`src/rtl/qconv_seq_pkg.sv`:
```
// qconv_seq_pkg: state encodings and FSM state types shared by the qconv sequencer.
package qconv_seq_pkg;
  localparam logic [2:0] ST_IDLE  = 3'd0;
  localparam logic [2:0] ST_TRIG  = 3'd1;
  localparam logic [2:0] ST_WAIT  = 3'd2;
  localparam logic [2:0] ST_XTRIG = 3'd3;
  localparam logic [2:0] ST_XWAIT = 3'd4;
  localparam logic [2:0] ST_NEXT  = 3'd5;
  typedef enum logic [2:0] {
    O_IDLE = ST_IDLE, O_TRIG = ST_TRIG, O_WAIT = ST_WAIT,
    O_OTRIG = ST_XTRIG, O_OWAIT = ST_XWAIT, O_NEXT = ST_NEXT
  } outer_t;
  typedef enum logic [2:0] {
    I_IDLE = ST_IDLE, I_TRIG = ST_TRIG, I_WAIT = ST_WAIT,
    I_KTRIG = ST_XTRIG, I_KWAIT = ST_XWAIT, I_NEXT = ST_NEXT
  } inner_t;
endpackage

```
`src/rtl/qconv_seq_inner.sv`:
```
// qconv_seq_inner: ih/iw tile loop driving the read-indata, init-outbuf and khw engines.
module qconv_seq_inner
  import qconv_seq_pkg::*;
#(
  parameter int IH_W = 8,
  parameter int IW_W = 8
) (
  input  logic            clk,
  input  logic            rst_n,
  input  logic            start,
  input  logic [IH_W-1:0] ih_num,
  input  logic [IW_W-1:0] iw_num,
  input  logic            rd_done,
  input  logic            ob_done,
  input  logic            khw_done,
  output logic            rd_start,
  output logic            ob_start,
  output logic            khw_start,
  output logic            fin,
  output logic [IH_W-1:0] ih_idx,
  output logic [IW_W-1:0] iw_idx
);
  inner_t state;
  logic rd_f, ob_f, khw_f, iw_last, last;
  assign iw_last = iw_idx == iw_num - IW_W'(1);
  assign last = iw_last && ih_idx == ih_num - IH_W'(1);
  // Finish is combinational so the outer loop sees it in the I_NEXT cycle itself.
  assign fin = state == I_NEXT && last;
  always_ff @(posedge clk or negedge rst_n)
    if (!rst_n) begin
      state <= I_IDLE;
      rd_start <= 1'b0;
      ob_start <= 1'b0;
      khw_start <= 1'b0;
      rd_f <= 1'b0;
      ob_f <= 1'b0;
      khw_f <= 1'b0;
      ih_idx <= '0;
      iw_idx <= '0;
    end else begin
      rd_start <= 1'b0;
      ob_start <= 1'b0;
      khw_start <= 1'b0;
      if (state != I_IDLE) begin
        if (rd_done) rd_f <= 1'b1;
        if (ob_done) ob_f <= 1'b1;
        if (khw_done) khw_f <= 1'b1;
      end
      case (state)
        I_IDLE: begin
          ih_idx <= '0;
          iw_idx <= '0;
          if (start) begin
            state <= I_TRIG;
            rd_start <= 1'b1;
            ob_start <= 1'b1;
          end
        end
        I_TRIG: state <= I_WAIT;
        I_WAIT: if (rd_f && ob_f) begin
          state <= I_KTRIG;
          khw_start <= 1'b1;
        end
        I_KTRIG: state <= I_KWAIT;
        I_KWAIT: if (khw_f) begin
          state <= I_NEXT;
          rd_f <= 1'b0;
          ob_f <= 1'b0;
          khw_f <= 1'b0;
        end
        I_NEXT: if (last) state <= I_IDLE;
        else begin
          iw_idx <= iw_last ? '0 : iw_idx + IW_W'(1);
          ih_idx <= iw_last ? ih_idx + IH_W'(1) : ih_idx;
          state <= I_TRIG;
          rd_start <= 1'b1;
          ob_start <= 1'b1;
        end
        default: state <= I_IDLE;
      endcase
    end
endmodule

```
`src/rtl/qconv_sequencer.sv`:
```
// qconv_sequencer: oc/ih/iw loop sequencer for the quantized conv pipeline.
// Define QCONV_SEQ_PERF_EN to add the saturating busy-cycle counter cycle_count.
module qconv_sequencer
  import qconv_seq_pkg::*;
#(
  parameter int OC_W = 8,
  parameter int IH_W = 8,
  parameter int IW_W = 8
) (
  input  logic            clk,
  input  logic            rst_n,
  input  logic            start,
  input  logic [OC_W-1:0] oc_num,
  input  logic [IH_W-1:0] ih_num,
  input  logic [IW_W-1:0] iw_num,
  output logic            busy,
  output logic            done,
  output logic [OC_W-1:0] oc_idx,
  output logic [IH_W-1:0] ih_idx,
  output logic [IW_W-1:0] iw_idx,
  output logic            thr_start,
  output logic            out_start,
  input  logic            thr_done,
  input  logic            out_done,
  output logic            rd_start,
  output logic            ob_start,
  output logic            khw_start,
  input  logic            rd_done,
  input  logic            ob_done,
`ifdef QCONV_SEQ_PERF_EN
  output logic [31:0]     cycle_count,
`endif
  input  logic            khw_done
);
  outer_t state;
  logic [OC_W-1:0] oc_lim;
  logic [IH_W-1:0] ih_lim;
  logic [IW_W-1:0] iw_lim;
  logic thr_f, fin_f, out_f, fin, oc_last;
  assign busy = state != O_IDLE;
  assign oc_last = oc_idx == oc_lim - OC_W'(1);
  // The inner loop is kicked off together with the thresholds engine.
  qconv_seq_inner #(.IH_W(IH_W), .IW_W(IW_W)) u_inner (
    .clk(clk), .rst_n(rst_n), .start(thr_start), .ih_num(ih_lim), .iw_num(iw_lim),
    .rd_done(rd_done), .ob_done(ob_done), .khw_done(khw_done),
    .rd_start(rd_start), .ob_start(ob_start), .khw_start(khw_start),
    .fin(fin), .ih_idx(ih_idx), .iw_idx(iw_idx)
  );
  always_ff @(posedge clk or negedge rst_n)
    if (!rst_n) begin
      state <= O_IDLE;
      oc_idx <= '0;
      oc_lim <= '0;
      ih_lim <= '0;
      iw_lim <= '0;
      thr_start <= 1'b0;
      out_start <= 1'b0;
      done <= 1'b0;
      thr_f <= 1'b0;
      fin_f <= 1'b0;
      out_f <= 1'b0;
    end else begin
      thr_start <= 1'b0;
      out_start <= 1'b0;
      done <= 1'b0;
      if (state != O_IDLE) begin
        if (thr_done) thr_f <= 1'b1;
        if (fin) fin_f <= 1'b1;
        if (out_done) out_f <= 1'b1;
      end
      case (state)
        O_IDLE: begin
          oc_idx <= '0;
          if (start) begin
            oc_lim <= oc_num;
            ih_lim <= ih_num;
            iw_lim <= iw_num;
            if (oc_num == '0 || ih_num == '0 || iw_num == '0) done <= 1'b1;
            else begin
              state <= O_TRIG;
              thr_start <= 1'b1;
            end
          end
        end
        O_TRIG: state <= O_WAIT;
        O_WAIT: if (thr_f && fin_f) begin
          state <= O_OTRIG;
          out_start <= 1'b1;
        end
        O_OTRIG: state <= O_OWAIT;
        O_OWAIT: if (out_f) begin
          state <= O_NEXT;
          done <= oc_last;
          thr_f <= 1'b0;
          fin_f <= 1'b0;
          out_f <= 1'b0;
        end
        O_NEXT: if (oc_last) state <= O_IDLE;
        else begin
          oc_idx <= oc_idx + OC_W'(1);
          state <= O_TRIG;
          thr_start <= 1'b1;
        end
        default: state <= O_IDLE;
      endcase
    end
`ifdef QCONV_SEQ_PERF_EN
  always_ff @(posedge clk or negedge rst_n)
    if (!rst_n) cycle_count <= '0;
    else if (start && state == O_IDLE) cycle_count <= '0;
    else if (busy && cycle_count != '1) cycle_count <= cycle_count + 32'd1;
`endif
endmodule

```
`config.mk`:
```
export PLATFORM = sky130hd
export DESIGN_NAME = qconv_sequencer
export DESIGN_NICKNAME = d
export VERILOG_FILES = /design/src/rtl/qconv_seq_pkg.sv /design/src/rtl/qconv_seq_inner.sv /design/src/rtl/qconv_sequencer.sv
export SDC_FILE = /design/constraint.sdc
export NUM_CORES = 1
export LEC_CHECK = 0
export BUFFER_PORTS_ARGS = -buffer_cell sky130_fd_sc_hd__clkbuf_2
export CORE_ASPECT_RATIO = 1.2
export CORE_MARGIN = 2
export CORE_UTILIZATION = 50
export CTS_CLUSTER_SIZE = 16
export DETAILED_ROUTE_END_ITERATION = 7
export GPL_TIMING_DRIVEN = 0
export PLACE_DENSITY = 0.82
export SETUP_SLACK_MARGIN = 0.1
export SKIP_CTS_REPAIR_TIMING = 1
export SLEW_MARGIN = 20
export SYNTH_ARGS = -nofsm -noshare
export SYNTH_HDL_FRONTEND = slang
export SYNTH_HIERARCHICAL = 1
export SYNTH_SLANG_ARGS = --single-unit
```
`constraint.sdc`:
```
create_clock -name clk -period 7.1 [get_ports clk]
set_clock_uncertainty 0.1 [all_clocks]
set_input_delay 0.71 -clock clk [delete_from_list [all_inputs] [get_ports clk]]
set_output_delay 0.71 -clock clk [all_outputs]
set_load 0.1 [all_outputs]
```
==> metrics.md <==
| Metric | Value |
|---|---|
| Count of final hold-check violations | `0` |
| DR WL/cell | `15.6 µm` |
| Period Utilization, post-route | `43.7%` |
| Die area | `0.00838 mm²` |
| Critical path startpoint category | `flip-flop` |
| CP cell instances | `nor3_1, inv_1, clkbuf_1, clkbuf_2` |
| Fraction of post-synthesis cell area in the top cell type by area | `42.5%` |
| Number of sinks handled by clock tree synthesis | `65` |
| Maximum net fanout on the critical path | `10` |
| Initial cell density of the core | `52.0%` |
| Worst rel slew slack | `36.1%` |
| Total number of vias | `3264` |
| Clock H-tree levels | `3` |
| CTS root buffer | `sky130_fd_sc_hd__clkbuf_8` |
| First-pass GRT wire length | `15100 µm` |
| Ys Warns | `6` |
| Leakage component of the power | `1.96 nW` |
| Worst endpoint required time | `6.29 ns` |
| Post-synth top area cell | `sky130_fd_sc_hd__dfrtp_1` |
| Antenna diode instance count | `0` |
| Height of the chip | `99.9 µm` |
| Net count after synthesis | `427` |
| Floorplan core area | `0.00736 mm²` |
| Routed wire length | `8720 µm` |
| Final total negative setup slack | `0 ns` |
| HPWL Detailed | `6630 µm` |
| Prevailing post-synth register cell | `sky130_fd_sc_hd__dfrtp_1` |
| Count of filler cells inserted in the layout | `625` |
| Port-buffer cells | `62` |
| Share of cells above drive strength 1 | `26.7%` |
| Post-synth design cell area | `0.00383 mm²` |
| Delay of the slowest cell on the worst path | `0.66 ns` |
| Pin count of the biggest net entering global routing | `39` |
| Initial antenna violation count | `0` |
| I/O pins | `63` |
| Worst setup EP type | `output pin` |
| Synth cell count leaders | `65 x sky130_fd_sc_hd__dfrtp_1, 43 x sky130_fd_sc_hd__nand2_1, 24 x sky130_fd_sc_hd__a21oi_1, 23 x sky130_fd_sc_hd__mux2_2, 21 x sky130_fd_sc_hd__nor2_1` |
| CTS tree | `done` |
| Pin slew with the least headroom to its limit | `0.952 ns` |
| Layout net count | `501` |
| Most repeated cell in the gate-level netlist after synthesis | `sky130_fd_sc_hd__dfrtp_1` |
| Post-placement worst setup slack | `4.04 ns` |
| DR pass1 iterations | `5` |
| Synth area leaders | `sky130_fd_sc_hd__dfrtp_1 42%, sky130_fd_sc_hd__mux2_2 6.8%, sky130_fd_sc_hd__xnor2_1 4.3%` |
| Type of the worst setup path | `flip-flop to output pin` |
| Worst path arrival time | `2.30 ns` |
| Worst Hold Class | `input port to async pin` |
| Final Setup Violations | `0` |
| P&R area growth vs syn | `17.6%` |
| Post-layout worst setup margin | `3.99 ns` |
| Seq cells post-synth | `65` |
| Max-slew violation count | `0` |
| Number of buffers created by CTS | `9` |
| Clk pin slew, worst setup/hold paths | `0.07 ns` |
| DRC violation count after routing | `0` |
| Combined global-route utilization of all metal layers | `22.2%` |
| Beginning of the critical path | `state[2]` |
| Clock latency on the worst-skew pair | `0.35 ns` |
| Mean instance size in the synthesized netlist | `9.85 µm²` |
| Final antenna-violating net count | `0` |
| Number of global-route vias before repair | `3299` |
| Clock Tree Buf Depth | `2` |
| Reg-to-reg setup timing slack | `4.01 ns` |
| Ratio of routed vias to standard cells | `5.85` |
| Unrepaired setup endpoints after global routing | `false` |
| Fmax | `0.322 GHz` |
| Placement Rows | `34` |
| Result of the run | `completed` |
| Cell variety after synth | `62` |
| Last weighted congestion value of the routability-driven placer | `0.878` |
| Clock period minus worst slack | `3.11 ns` |
| VDD IR max | `0.237 mV` |
| Number of violations reported at the end of detailed-routing iteration 0 | `198` |
| Start of the worst register-to-register path | `ih_lim[0]` |
| Async SR Flop Fraction | `100%` |
| Register area share after synthesis | `42.5%` |
| Horizontal extent of the die | `83.9 µm` |
| Gate count after technology mapping | `389` |
| Max cap viols | `0` |
| Number of enable-type register cells in the synthesized netlist | `0` |
| CP max stage cell | `sky130_fd_sc_hd__nor3_1` |
| Power per Cell Area | `407 mW/mm²` |
| Grt ovf | `0` |
logic make-up (layout without fill, tap and decap cells):
logic type	Yosys count	after routing	synth area share, %
AO/OA/AOI/OAI	80	80	15.0
XOR/XNOR	27	27	6.73
adder cells (fa/ha/maj)	6	6	1.96
buffers and inverters	27	106	3.10
flip-flops	65	65	42.5
multiplexers	30	30	8.59
AND/OR/NAND/NOR	154	154	22.1
metal layers:
| layer | vias to the layer above | GRT usage, % | wire length [µm] |
|---|---|---|---|
| li1 | 1581 | - | - |
| met1 | 1562 | 26.4 | 3500 |
| met2 | 101 | 39.4 | 4520 |
| met3 | 20 | 4.93 | 526 |
| met4 | 0 | 8.31 | 175 |
| met5 | - | 0 | 0 |
path summary, 6_finish.rpt:
kind | to | depth (start not counted)
setup / recovery | busy | 4
hold / removal | u_inner/iw_idx[1] | 1
setup reg to reg | u_inner/iw_idx[7] | 10
hold reg to reg | out_f | 2
max in group asynchronous | oc_lim[4] | 2
min in group clk | out_f | 2
power by group:
part,switching [mW],internal [mW],leakage (nW),total [mW]
logic,0.532,0.332,1.02,0.864
clock network,0.140,0.217,0.109,0.357
registers,0.133,0.480,0.824,0.613
registers in the layout (all words and copies together), names as in the netlist, 3 cells and up:
signal	cells
ih_lim	8
iw_lim	8
oc_idx	8
oc_lim	8
state	3
u_inner/ih_idx	8
u_inner/iw_idx	8
u_inner/state	3
layout make-up:
type                            instances  area (µm²)  area share (%)
Buffer                                 14        70.1            1.56
Timing Repair Buffer                   63         333            7.39
Tap cell                               90         113            2.50
Clock inverter                          4        75.1            1.67
Inverter                               13        48.8            1.08
Sequential cell                        65        1630            36.1
Multi-Input combinational cell        297        2080            46.3
Clock buffer                           12         155            3.44
cell usage in the layout (no fill, tap or decap), drive strengths merged, types with 3 or more instances in the layout:
cell type  instances
clkbuf            83
dfrtp             65
nand2             44
a21oi             25
mux2              23
o21ai             23
nor2              21
xnor2             19
inv               13
nor3              13
nand3             12
or3                9
nor4               9
mux2i              7
xor2               7
ha                 6
or4                6
o31ai              6
buf                6
nor3b              5
nand4              5
and3               4
nand2b             4
or2                4
nand3b             4
and2               3
nor4b              3
a211o              3
and4               3
per-stage QoR:
stage	instances	hold slack, ns	area (µm²)	util (%)	power, mW
final	558	0.216	4510	61.2	1.83
after global routing	558	0.240	4510	61.2	1.96
after CTS	558	0.220	4510	61.2	1.84
after detailed placement	542	0.413	4280	58.1	1.48
after global placement	541	0.407	4250	57.8	1.44
after floorplan	389	0.314	3830	-	1.30
worst max-delay path, delay by kind of cell (launching register included):
| kind | cells | cell delay, ns |
|---|---|---|
| buffers and inverters | 3 | 0.84 |
| DFF | 1 | 0.45 |
| and+or+nand+nor | 1 | 0.66 |
No activity file was read; power rests on OpenSTA's default activity.
